## src/rtl/fir_pkg.sv

```systemverilog
// Shared types and constants for the time-multiplexed FIR MAC sequencer.
// Holds the FSM state enum, the accumulator width helper and the reset coefficient bank.
package fir_pkg;

  typedef enum logic [1:0] {IDLE, MAC, DONE} state_t;

  localparam int DEF_TAPS = 30;

  // Widest sum of TAPS full-width products, so the accumulator can never overflow.
  function automatic int ACC_W(input int width, input int taps);
    return 2 * width + $clog2(taps);
  endfunction

  // Symmetric Q15 low-pass loaded into the coefficient bank at reset.
  localparam int DEF_COEF [DEF_TAPS] = '{
    -42, -71, -69, 0, 160, 376, 540, 480, 0, -820,
    -1600, -1700, 0, 4800, 10200, 10200, 4800, 0, -1700, -1600,
    -820, 0, 480, 540, 376, 160, 0, -69, -71, -42
  };

endpackage

```

## src/rtl/fir_mac_sequencer_if.sv

```systemverilog
// Sample/coefficient/result bundle between the sample source and fir_mac_sequencer.
interface fir_mac_sequencer_if #(
  parameter int WIDTH     = 16,
  parameter int TAPS      = 30,
  parameter int OUT_WIDTH = 16
);
  localparam int AW = $clog2(TAPS);

  logic                        enable;
  logic signed [WIDTH-1:0]     data_in;
  logic                        coef_we;
  logic        [AW-1:0]        coef_addr;
  logic signed [WIDTH-1:0]     coef_data;
  logic                        busy;
  logic                        valid_out;
  logic signed [OUT_WIDTH-1:0] out;
  logic                        overrun;

  modport master (
    output enable, data_in, coef_we, coef_addr, coef_data,
    input  busy, valid_out, out, overrun
  );

  modport slave (
    input  enable, data_in, coef_we, coef_addr, coef_data,
    output busy, valid_out, out, overrun
  );
endinterface

```

## src/rtl/fir_edge_detect.sv

```systemverilog
// Two-flop registration of the slow sample strobe with a one-cycle rising-edge pulse.
module fir_edge_detect (
  input  logic clk,
  input  logic rst,
  input  logic i_d,
  output logic o_edge
);
  logic r_q1, r_q2;

  always_ff @(posedge clk or posedge rst) begin
    if (rst) begin
      r_q1 <= 1'b0;
      r_q2 <= 1'b0;
    end else begin
      r_q1 <= i_d;
      r_q2 <= r_q1;
    end
  end

  assign o_edge = r_q1 & ~r_q2;
endmodule

```

## src/rtl/fir_mac_sequencer.sv

```systemverilog
// Time-multiplexed FIR: one shared MAC sequenced over TAPS cycles per accepted sample.
// Optional macro FIR_SATURATE_EN clamps the scaled output instead of wrapping it.
module fir_mac_sequencer
  import fir_pkg::*;
#(
  parameter int WIDTH     = 16,
  parameter int TAPS      = 30,
  parameter int OUT_WIDTH = 16,
  parameter int OUT_SHIFT = 15
) (
  input logic                clk,
  input logic                rst,
  fir_mac_sequencer_if.slave bus
);
  localparam int AW   = $clog2(TAPS);
  localparam int FW   = $clog2(TAPS + 1);
  localparam int ACCW = ACC_W(WIDTH, TAPS);

  typedef logic signed [WIDTH-1:0] word_arr_t [TAPS];

  state_t                      r_state, w_next;
  logic                        w_edge, w_busy;
  logic        [AW-1:0]        r_wr_ptr, r_k, w_rd_idx;
  logic        [FW-1:0]        r_fill;
  word_arr_t                   r_buf, r_coef;
  logic signed [ACCW-1:0]      r_acc;
  logic signed [2*WIDTH-1:0]   w_prod;
  logic signed [OUT_WIDTH-1:0] r_out;
  logic                        r_valid, r_overrun;

  function automatic word_arr_t default_bank();
    word_arr_t bank;
    for (int k = 0; k < TAPS; k++) begin
      if (k < DEF_TAPS) bank[AW'(k)] = WIDTH'(DEF_COEF[5'(k)]);
      else              bank[AW'(k)] = '0;
    end
    return bank;
  endfunction

  function automatic logic signed [OUT_WIDTH-1:0] reduce(input logic signed [ACCW-1:0] a);
    logic signed [ACCW-1:0] s;
`ifdef FIR_SATURATE_EN
    localparam logic signed [ACCW-1:0] OUT_MAX = {{(ACCW-OUT_WIDTH+1){1'b0}}, {(OUT_WIDTH-1){1'b1}}};
    localparam logic signed [ACCW-1:0] OUT_MIN = {{(ACCW-OUT_WIDTH+1){1'b1}}, {(OUT_WIDTH-1){1'b0}}};
    s = a >>> OUT_SHIFT;
    if (s > OUT_MAX)      return OUT_MAX[OUT_WIDTH-1:0];
    else if (s < OUT_MIN) return OUT_MIN[OUT_WIDTH-1:0];
    else                  return s[OUT_WIDTH-1:0];
`else
    s = a >>> OUT_SHIFT;
    return s[OUT_WIDTH-1:0];
`endif
  endfunction

  fir_edge_detect u_edge (
    .clk    (clk),
    .rst    (rst),
    .i_d    (bus.enable),
    .o_edge (w_edge)
  );

  assign w_busy   = (r_state != IDLE);
  // Newest sample pairs with coef[0]; older samples walk backwards around the ring.
  assign w_rd_idx = (r_wr_ptr >= r_k) ? (r_wr_ptr - r_k) : (AW'(TAPS) + r_wr_ptr - r_k);
  assign w_prod   = r_buf[w_rd_idx] * r_coef[r_k];

  always_ff @(posedge clk or posedge rst) begin
    if (rst) r_state <= IDLE;
    else     r_state <= w_next;
  end

  always_comb begin
    w_next = r_state;
    case (r_state)
      IDLE:    if (w_edge) w_next = MAC;
      MAC:     if (r_k == AW'(TAPS - 1)) w_next = DONE;
      DONE:    w_next = IDLE;
      default: w_next = IDLE;
    endcase
  end

  always_ff @(posedge clk or posedge rst) begin
    if (rst) begin
      r_wr_ptr  <= '0;
      r_k       <= '0;
      r_fill    <= '0;
      r_acc     <= '0;
      r_out     <= '0;
      r_valid   <= 1'b0;
      r_overrun <= 1'b0;
      r_buf     <= '{default: '0};
      r_coef    <= default_bank();
    end else begin
      r_valid <= 1'b0;
      if (w_edge && w_busy) r_overrun <= 1'b1;
      if (!w_busy && bus.coef_we && ({1'b0, bus.coef_addr} < (AW + 1)'(TAPS)))
        r_coef[bus.coef_addr] <= bus.coef_data;
      case (r_state)
        IDLE: if (w_edge) begin
          r_buf[r_wr_ptr] <= bus.data_in;
          r_acc           <= '0;
          r_k             <= '0;
          if (r_fill != FW'(TAPS)) r_fill <= r_fill + 1'b1;
        end
        MAC: begin
          r_acc <= r_acc + ACCW'(w_prod);
          if (r_k != AW'(TAPS - 1)) r_k <= r_k + 1'b1;
        end
        DONE: begin
          r_out    <= reduce(r_acc);
          r_valid  <= (r_fill == FW'(TAPS));
          r_wr_ptr <= (r_wr_ptr == AW'(TAPS - 1)) ? '0 : r_wr_ptr + 1'b1;
        end
        default: ;
      endcase
    end
  end

  assign bus.busy      = w_busy;
  assign bus.valid_out = r_valid;
  assign bus.out       = r_out;
  assign bus.overrun   = r_overrun;
endmodule

```

## src/flat_wrapper.sv

```systemverilog
// flat-port wrapper written by rule: the top's interface ports become plain ports
module fir_mac_sequencer_flat import fir_pkg::*;
#(
  parameter int WIDTH     = 16,
  parameter int TAPS      = 30,
  parameter int OUT_WIDTH = 16,
  parameter int OUT_SHIFT = 15
)
  (clk, rst, bus_enable, bus_data_in, bus_coef_we, bus_coef_addr, bus_coef_data, bus_busy, bus_valid_out, bus_out, bus_overrun);
  fir_mac_sequencer_if #(.WIDTH(WIDTH), .TAPS(TAPS), .OUT_WIDTH(OUT_WIDTH)) bus_i ();
  input logic clk;
  input logic rst;
  input wire logic [$bits(bus_i.enable)-1:0] bus_enable;
  input wire logic [$bits(bus_i.data_in)-1:0] bus_data_in;
  input wire logic [$bits(bus_i.coef_we)-1:0] bus_coef_we;
  input wire logic [$bits(bus_i.coef_addr)-1:0] bus_coef_addr;
  input wire logic [$bits(bus_i.coef_data)-1:0] bus_coef_data;
  output wire logic [$bits(bus_i.busy)-1:0] bus_busy;
  output wire logic [$bits(bus_i.valid_out)-1:0] bus_valid_out;
  output wire logic [$bits(bus_i.out)-1:0] bus_out;
  output wire logic [$bits(bus_i.overrun)-1:0] bus_overrun;
  assign bus_i.enable = bus_enable;
  assign bus_i.data_in = bus_data_in;
  assign bus_i.coef_we = bus_coef_we;
  assign bus_i.coef_addr = bus_coef_addr;
  assign bus_i.coef_data = bus_coef_data;
  assign bus_busy = bus_i.busy;
  assign bus_valid_out = bus_i.valid_out;
  assign bus_out = bus_i.out;
  assign bus_overrun = bus_i.overrun;
  fir_mac_sequencer #(.WIDTH(WIDTH), .TAPS(TAPS), .OUT_WIDTH(OUT_WIDTH), .OUT_SHIFT(OUT_SHIFT)) u_core (.clk(clk), .rst(rst), .bus(bus_i));
endmodule
```

## config.mk

```make
export PLATFORM = sky130hd
export DESIGN_NAME = fir_mac_sequencer_flat
export DESIGN_NICKNAME = d
export VERILOG_FILES = /design/src/rtl/fir_pkg.sv /design/src/rtl/fir_mac_sequencer_if.sv /design/src/rtl/fir_edge_detect.sv /design/src/rtl/fir_mac_sequencer.sv /design/src/flat_wrapper.sv
export SDC_FILE = /design/constraint.sdc
export NUM_CORES = 2
export LEC_CHECK = 0
export CORE_ASPECT_RATIO = 0.75
export CORE_MARGIN = 2
export CORE_UTILIZATION = 58
export DETAILED_ROUTE_END_ITERATION = 6
export GPL_ROUTABILITY_DRIVEN = 1
export PLACE_DENSITY = 0.88
export SYNTH_ARGS = -nofsm -noshare
export SYNTH_HDL_FRONTEND = slang
export SYNTH_SLANG_ARGS = --single-unit
export TNS_END_PERCENT = 50
```

## constraint.sdc

```tcl
create_clock -name clk -period 30.5 [get_ports clk]
set_input_delay 3.05 -clock clk [delete_from_list [all_inputs] [get_ports clk]]
set_output_delay 3.05 -clock clk [all_outputs]
set_load 0.03 [all_outputs]
```

Yosys cells after proc, flatten, opt, wreduce, memory -nomap -nowiden
Index checks and enable logic that the tools add are counted.

word-level totals
  register bits = 1034
  word-level logic and storage cells = 139
  output and inout bits = 19
  input bits = 41

cells by class
  eq/ne operators = 10
  mux-type cells = 23
  add/subtract/negate cells = 7
  multipliers = 1
  order comparisons = 8
  bitwise logic cells = 6
  reduce and logical (&&, ||, !) cells = 14

operators by type and width
  kind                                                         number
  bitwise mux 480 bit                                          2
  binary-select mux 16 bit (select 5 bit)                      2
  demux 16 bit (select 5 bit)                                  2
  two-way mux 16 bit                                           6
  one-hot mux 37 bit (2 select lines)                          1
  adder 37 x 32 -> 37 bit                                      1
  two-way mux 37 bit                                           1
  multiplier 16 x 16 -> 32 bit                                 1
  greater-or-equal comparator 6 bit (second input constant)    4
  NOT 5 -> 6 bit                                               4
  two-way mux 5 bit                                            4
  adder 5 x 1 -> 5 bit (second input constant)                 3
  equality test 5 bit (second input constant)                  3
  less-than comparator 6 x 1 -> 1 bit (second input constant)  2
  inequality test 5 bit (second input constant)                2
  one-hot mux 5 bit (2 select lines)                           1
  subtractor 5 bit                                             2
  inequality test 2 x 1 -> 1 bit (second input constant)       3
  AND reduction 2 bit                                          3
  AND reduction 3 bit                                          2
  adder 5 bit (first input constant)                           1
  greater-or-equal comparator 5 bit                            1
  logical AND 1 bit                                            5
  less-than comparator 5 bit (second input constant)           1
  other kinds (10)                                             12

Depth between registers and ports, before layout
  depth in word-level cells = 10
  depth in mapped cells = 45

Hierarchy
From an unflattened synthesis, not the netlist that was laid out.

second synthesis, totals
  cells, all modules = 4430
  area, all modules = 57949.3 um2

by module, submodules not included
  module             sequential area each (um2)  cells an instance  area an instance (um2)  instances
  fir_mac_sequencer  25803.5                     4426               57881.8                 1
  fir_edge_detect    50.0                        4                  67.6                    1

Worst setup path after synthesis
OpenSTA, ideal clock, no wires.

  path type = register to register
  start point = register u_core.r_k[3]
  end point = register u_core.r_acc[27]
  setup slack = 21.139 ns
  data arrival time = 9.227 ns
  setup time = 0.134 ns
  cell stages (with the launch flop) = 39
  path buffers = 5
  path through = dfrtp_1 -> clkinv_1 -> clkbuf_1 -> clkbuf_1 -> ha_1 -> inv_1 -> ha_1 -> a21oi_1 -> xnor2_1 -> mux2i_1 -> o21ai_1 -> buf_1 -> buf_2 -> nand2_1 -> o21ai_2 -> buf_2 -> nor2_1 -> fa_1 -> [... 3 more ...] -> inv_1 -> fa_1 -> fa_1 -> inv_1 -> fa_1 -> inv_1 -> ha_1 -> a21o_1 -> a21o_1 -> a21oi_1 -> o21ai_0 -> a31oi_1 -> a21oi_1 -> o41ai_1 -> nand2b_1 -> a21oi_1 -> xor2_1 -> o21ai_0

between the ends
  longest elaborated chain between the ends = 9
  elaborated cells between the ends (all ways) = 15
  those cells by class = add/sub: 3; mul: 1; order compare: 1; mux: 8; bitwise: 2

ends and longest elaborated chain
  item                                                                   line                      RTL
  from (decl)                                                            fir_mac_sequencer.sv:23   logic [AW-1:0] r_wr_ptr, r_k, w_rd_idx;
  from (signal assigned)                                                 fir_mac_sequencer.sv:107  if (r_k != AW'(TAPS - 1)) r_k <= r_k + 1'b1;
  subtractor 5 bit or greater-or-equal comparator 5 bit (tied branches)  fir_mac_sequencer.sv:64   assign w_rd_idx = (r_wr_ptr >= r_k) ? (r_wr_ptr - r_k) : (AW'(TAPS) + r_wr_ptr - r_k);
  two-way mux 5 bit                                                      fir_mac_sequencer.sv:64
  NOT 5 -> 6 bit (not written as such)                                   fir_mac_sequencer.sv:65   assign w_prod = r_buf[w_rd_idx] * r_coef[r_k];
  binary-select mux 16 bit (select 5 bit)                                fir_mac_sequencer.sv:65
  two-way mux 16 bit (not written as such) (2 in a row)                  fir_mac_sequencer.sv:65
  multiplier 16 x 16 -> 32 bit (*)                                       fir_mac_sequencer.sv:65
  adder 37 x 32 -> 37 bit (*)                                            fir_mac_sequencer.sv:106  r_acc <= r_acc + ACCW'(w_prod);
  one-hot mux 37 bit (2 select lines) (*)                                fir_mac_sequencer.sv:98   case (r_state)
  to (signal assigned)                                                   fir_mac_sequencer.sv:106
  to (decl)                                                              fir_mac_sequencer.sv:26   logic signed [ACCW-1:0] r_acc;

Every way passes the cells marked *; elsewhere a longest branch is shown, timed or not. The select of a mux whose other input is x is not followed.
A chain may end at the register's enable or synchronous reset.

Final worst setup path
  start point = register u_core.r_k[3]
  end point = register u_core.r_acc[30]

Same word-level chain as after synthesis.

==> impl_metrics.json <==
{
  "crit_buf_inv": 8,
  "synth.most_common_cell": "mux2_2",
  "cts_setup_buffers": 0,
  "design.die.area_mm2": 0.102,
  "maxCapViolations": 0,
  "slowest_stage": "o21ai_1",
  "worstPathArrival_ns": 12.61,
  "area_growth_pct": 8.45,
  "post-route-min-period_ns": 12.06,
  "drtIter0Drc": 3985,
  "dieWidth_um": 369,
  "synth.yosys.warnings": 0,
  "startpoint_type": "flop",
  "initial_utilization_pct": 58.4,
  "place_hpwl_um": 90600,
  "synth-seq-cells": 1028,
  "gp_congestion": 0.938,
  "fin_skew_ns": 0.0303,
  "synth_common_cells": "1004 x mux2_2, 925 x dfrtp_1, 348 x inv_1",
  "synth_area_mm2": 0.0578,
  "grt.total_usage_pct": 28.4,
  "clk_pin_slew_ns": 0.06,
  "crit_family": "compound AO/OA/AOI/OAI gates",
  "synth.distinct_cells": 71,
  "cts-root-buf": "clkbuf_16",
  "antenna_found_initial": 1,
  "hp-class": "flop to flop",
  "drc_errors": 0,
  "slew_viol_final": 0,
  "routed_wl_um": 142000,
  "crit_top_cell": "fa_1",
  "grt_max_degree": 174,
  "tightest_slew_ns": 1.38,
  "async_flop_share_pct": 100,
  "h-tree-depth": 3,
  "cts_hold_buffers": 0,
  "wl_per_cell_um": 24.9,
  "synth_enable_flop_cells": 0,
  "max_stage_delay_ns": 1.10,
  "critPathRequiredTime_ns": 31.06,
  "die_h_um": 277,
  "setup_viol": 0,
  "coreArea_mm2": 0.0990,
  "ios": 60,
  "synthCells": 4396,
  "ctsResizeCount": 0,
  "dr.pass1.iters": 6,
  "worst_hold_slack_ns": 0.382,
  "cts_inserted_buffers": 97,
  "synth_nets": 4838,
  "fillers": 6677,
  "final_nets": 4752,
  "rows": 100,
  "clockBufferDepth": 3,
  "worstPathMaxFanout": 116,
  "slew_headroom_pct": 7.62,
  "outcome": "finished clean",
  "tns_ns": 0,
  "period_share_pct": 39.5,
  "viasPerCell": 6.37,
  "gr-total-overflow": 0,
  "io_buffers": 59,
  "ant_nets": 0,
  "synth_ff_type": "dfrtp_1",
  "worstSkewPairLatency_ns": 0.68,
  "synth_top_area_cell": "dfrtp_1",
  "yosysSeqAreaShare_pct": 44.7,
  "criticalPathCategory": "flop to flop",
  "num_vias": 36400,
  "drive_gt1_share_pct": 36.7,
  "synth.avg_cell_area_um2": 13.2,
  "grt_pass1_vias": 39000,
  "grt_pass1_wl_um": 226000,
  "fmax_mhz": 82.9,
  "rsz0062_at_grt": "false",
  "cts_tree": "built",
  "cts_sinks": 1028,
  "end_kind": "flop",
  "synth_area_leaders": "dfrtp_1 40%, mux2_2 20%, fa_1 9.9%",
  "final_hold_viol_count": 0,
  "netlist.area_leader.share_pct": 40.0
}
[flip-flops by register name, indices dropped and copies added (netlist names), 2 cells and up]
register         cells
u_core.bus.out      16
u_core.r_acc        31
u_core.r_buf       480
u_core.r_coef      480
u_core.r_fill        5
u_core.r_k           5
u_core.r_state       2
u_core.r_wr_ptr      5
[layout make-up]
type / instances / area [um2] / area share [%]
multi-input cells: 2700 / 29300 / 46.8
flip-flops and latches: 1028 / 25900 / 41.2
clock buffers: 144 / 2880 / 4.59
well taps: 1326 / 1660 / 2.65
inverters: 353 / 1330 / 2.12
repair buffers: 130 / 1170 / 1.87
clock inverters: 32 / 472 / 0.752
diodes: 1 / 2.50 / 0.00399
[worst paths after layout]
check                                    from                 end  slack (ns)  cells after the start
hold reg to reg            u_core.u_edge.r_q1  u_core.u_edge.r_q2        0.38                      0
setup / recovery                u_core.r_k[3]    u_core.r_acc[30]       18.44                     36
setup reg to reg                u_core.r_k[3]    u_core.r_acc[30]       18.44                     36
min in group asynchronous                 rst  u_core.r_coef[336]        2.95                      2
hold / removal             u_core.u_edge.r_q1  u_core.u_edge.r_q2        0.38                      0
max in group asynchronous                 rst   u_core.r_buf[176]       24.36                      5
[placed cells by master, fill, tap and decap left out, types with 28 or more instances in the layout]
master / count
o21ai_0: 77
o221ai_1: 33
dfrtp_1: 923
inv_1: 347
nor2_1: 170
ha_1: 113
nand3_1: 36
mux4_2: 195
mux2_2: 1004
clkbuf_16: 99
buf_4: 67
nand2_1: 234
a21oi_1: 75
xnor2_1: 30
mux2i_1: 62
nand2b_1: 77
nor2b_1: 28
clkdlybuf4s50_1: 59
dfstp_2: 103
or2_2: 33
fa_1: 287
[routing by layer]
layer / track usage [%] / share of wire [%]
met2: 43.6 / 46
met5: 0 / 0
met3: 6.68 / 9.6
met4: 8.56 / 3.1
met1: 40.6 / 41
[stage by stage]
| step | std cells | setup slack (ns) | utilization (%) | area (um2) |
|---|---|---|---|---|
| final | 5714 | 18.44 | 63.4 | 62700 |
| after floorplan | 4396 | 13.36 | - | 57800 |
| after detailed placement | 5537 | 18.80 | 60.0 | 59300 |
| after global placement | 5537 | 19.22 | 60.0 | 59300 |
| after CTS | 5713 | 18.77 | 63.3 | 62700 |
| after global routing | 5713 | 17.95 | 63.3 | 62700 |
[cells by family after synthesis]
family	share of synthesized area [%]
mux	28.3
flops	44.7
buf+inv	4.73
simple gates	5.39
fa+ha+maj	12.4
compound gates	3.69
xor+xnor	0.760
Power is not shown: default switching activity piles up to over one toggle a cycle in this logic, so the estimate is an artifact.
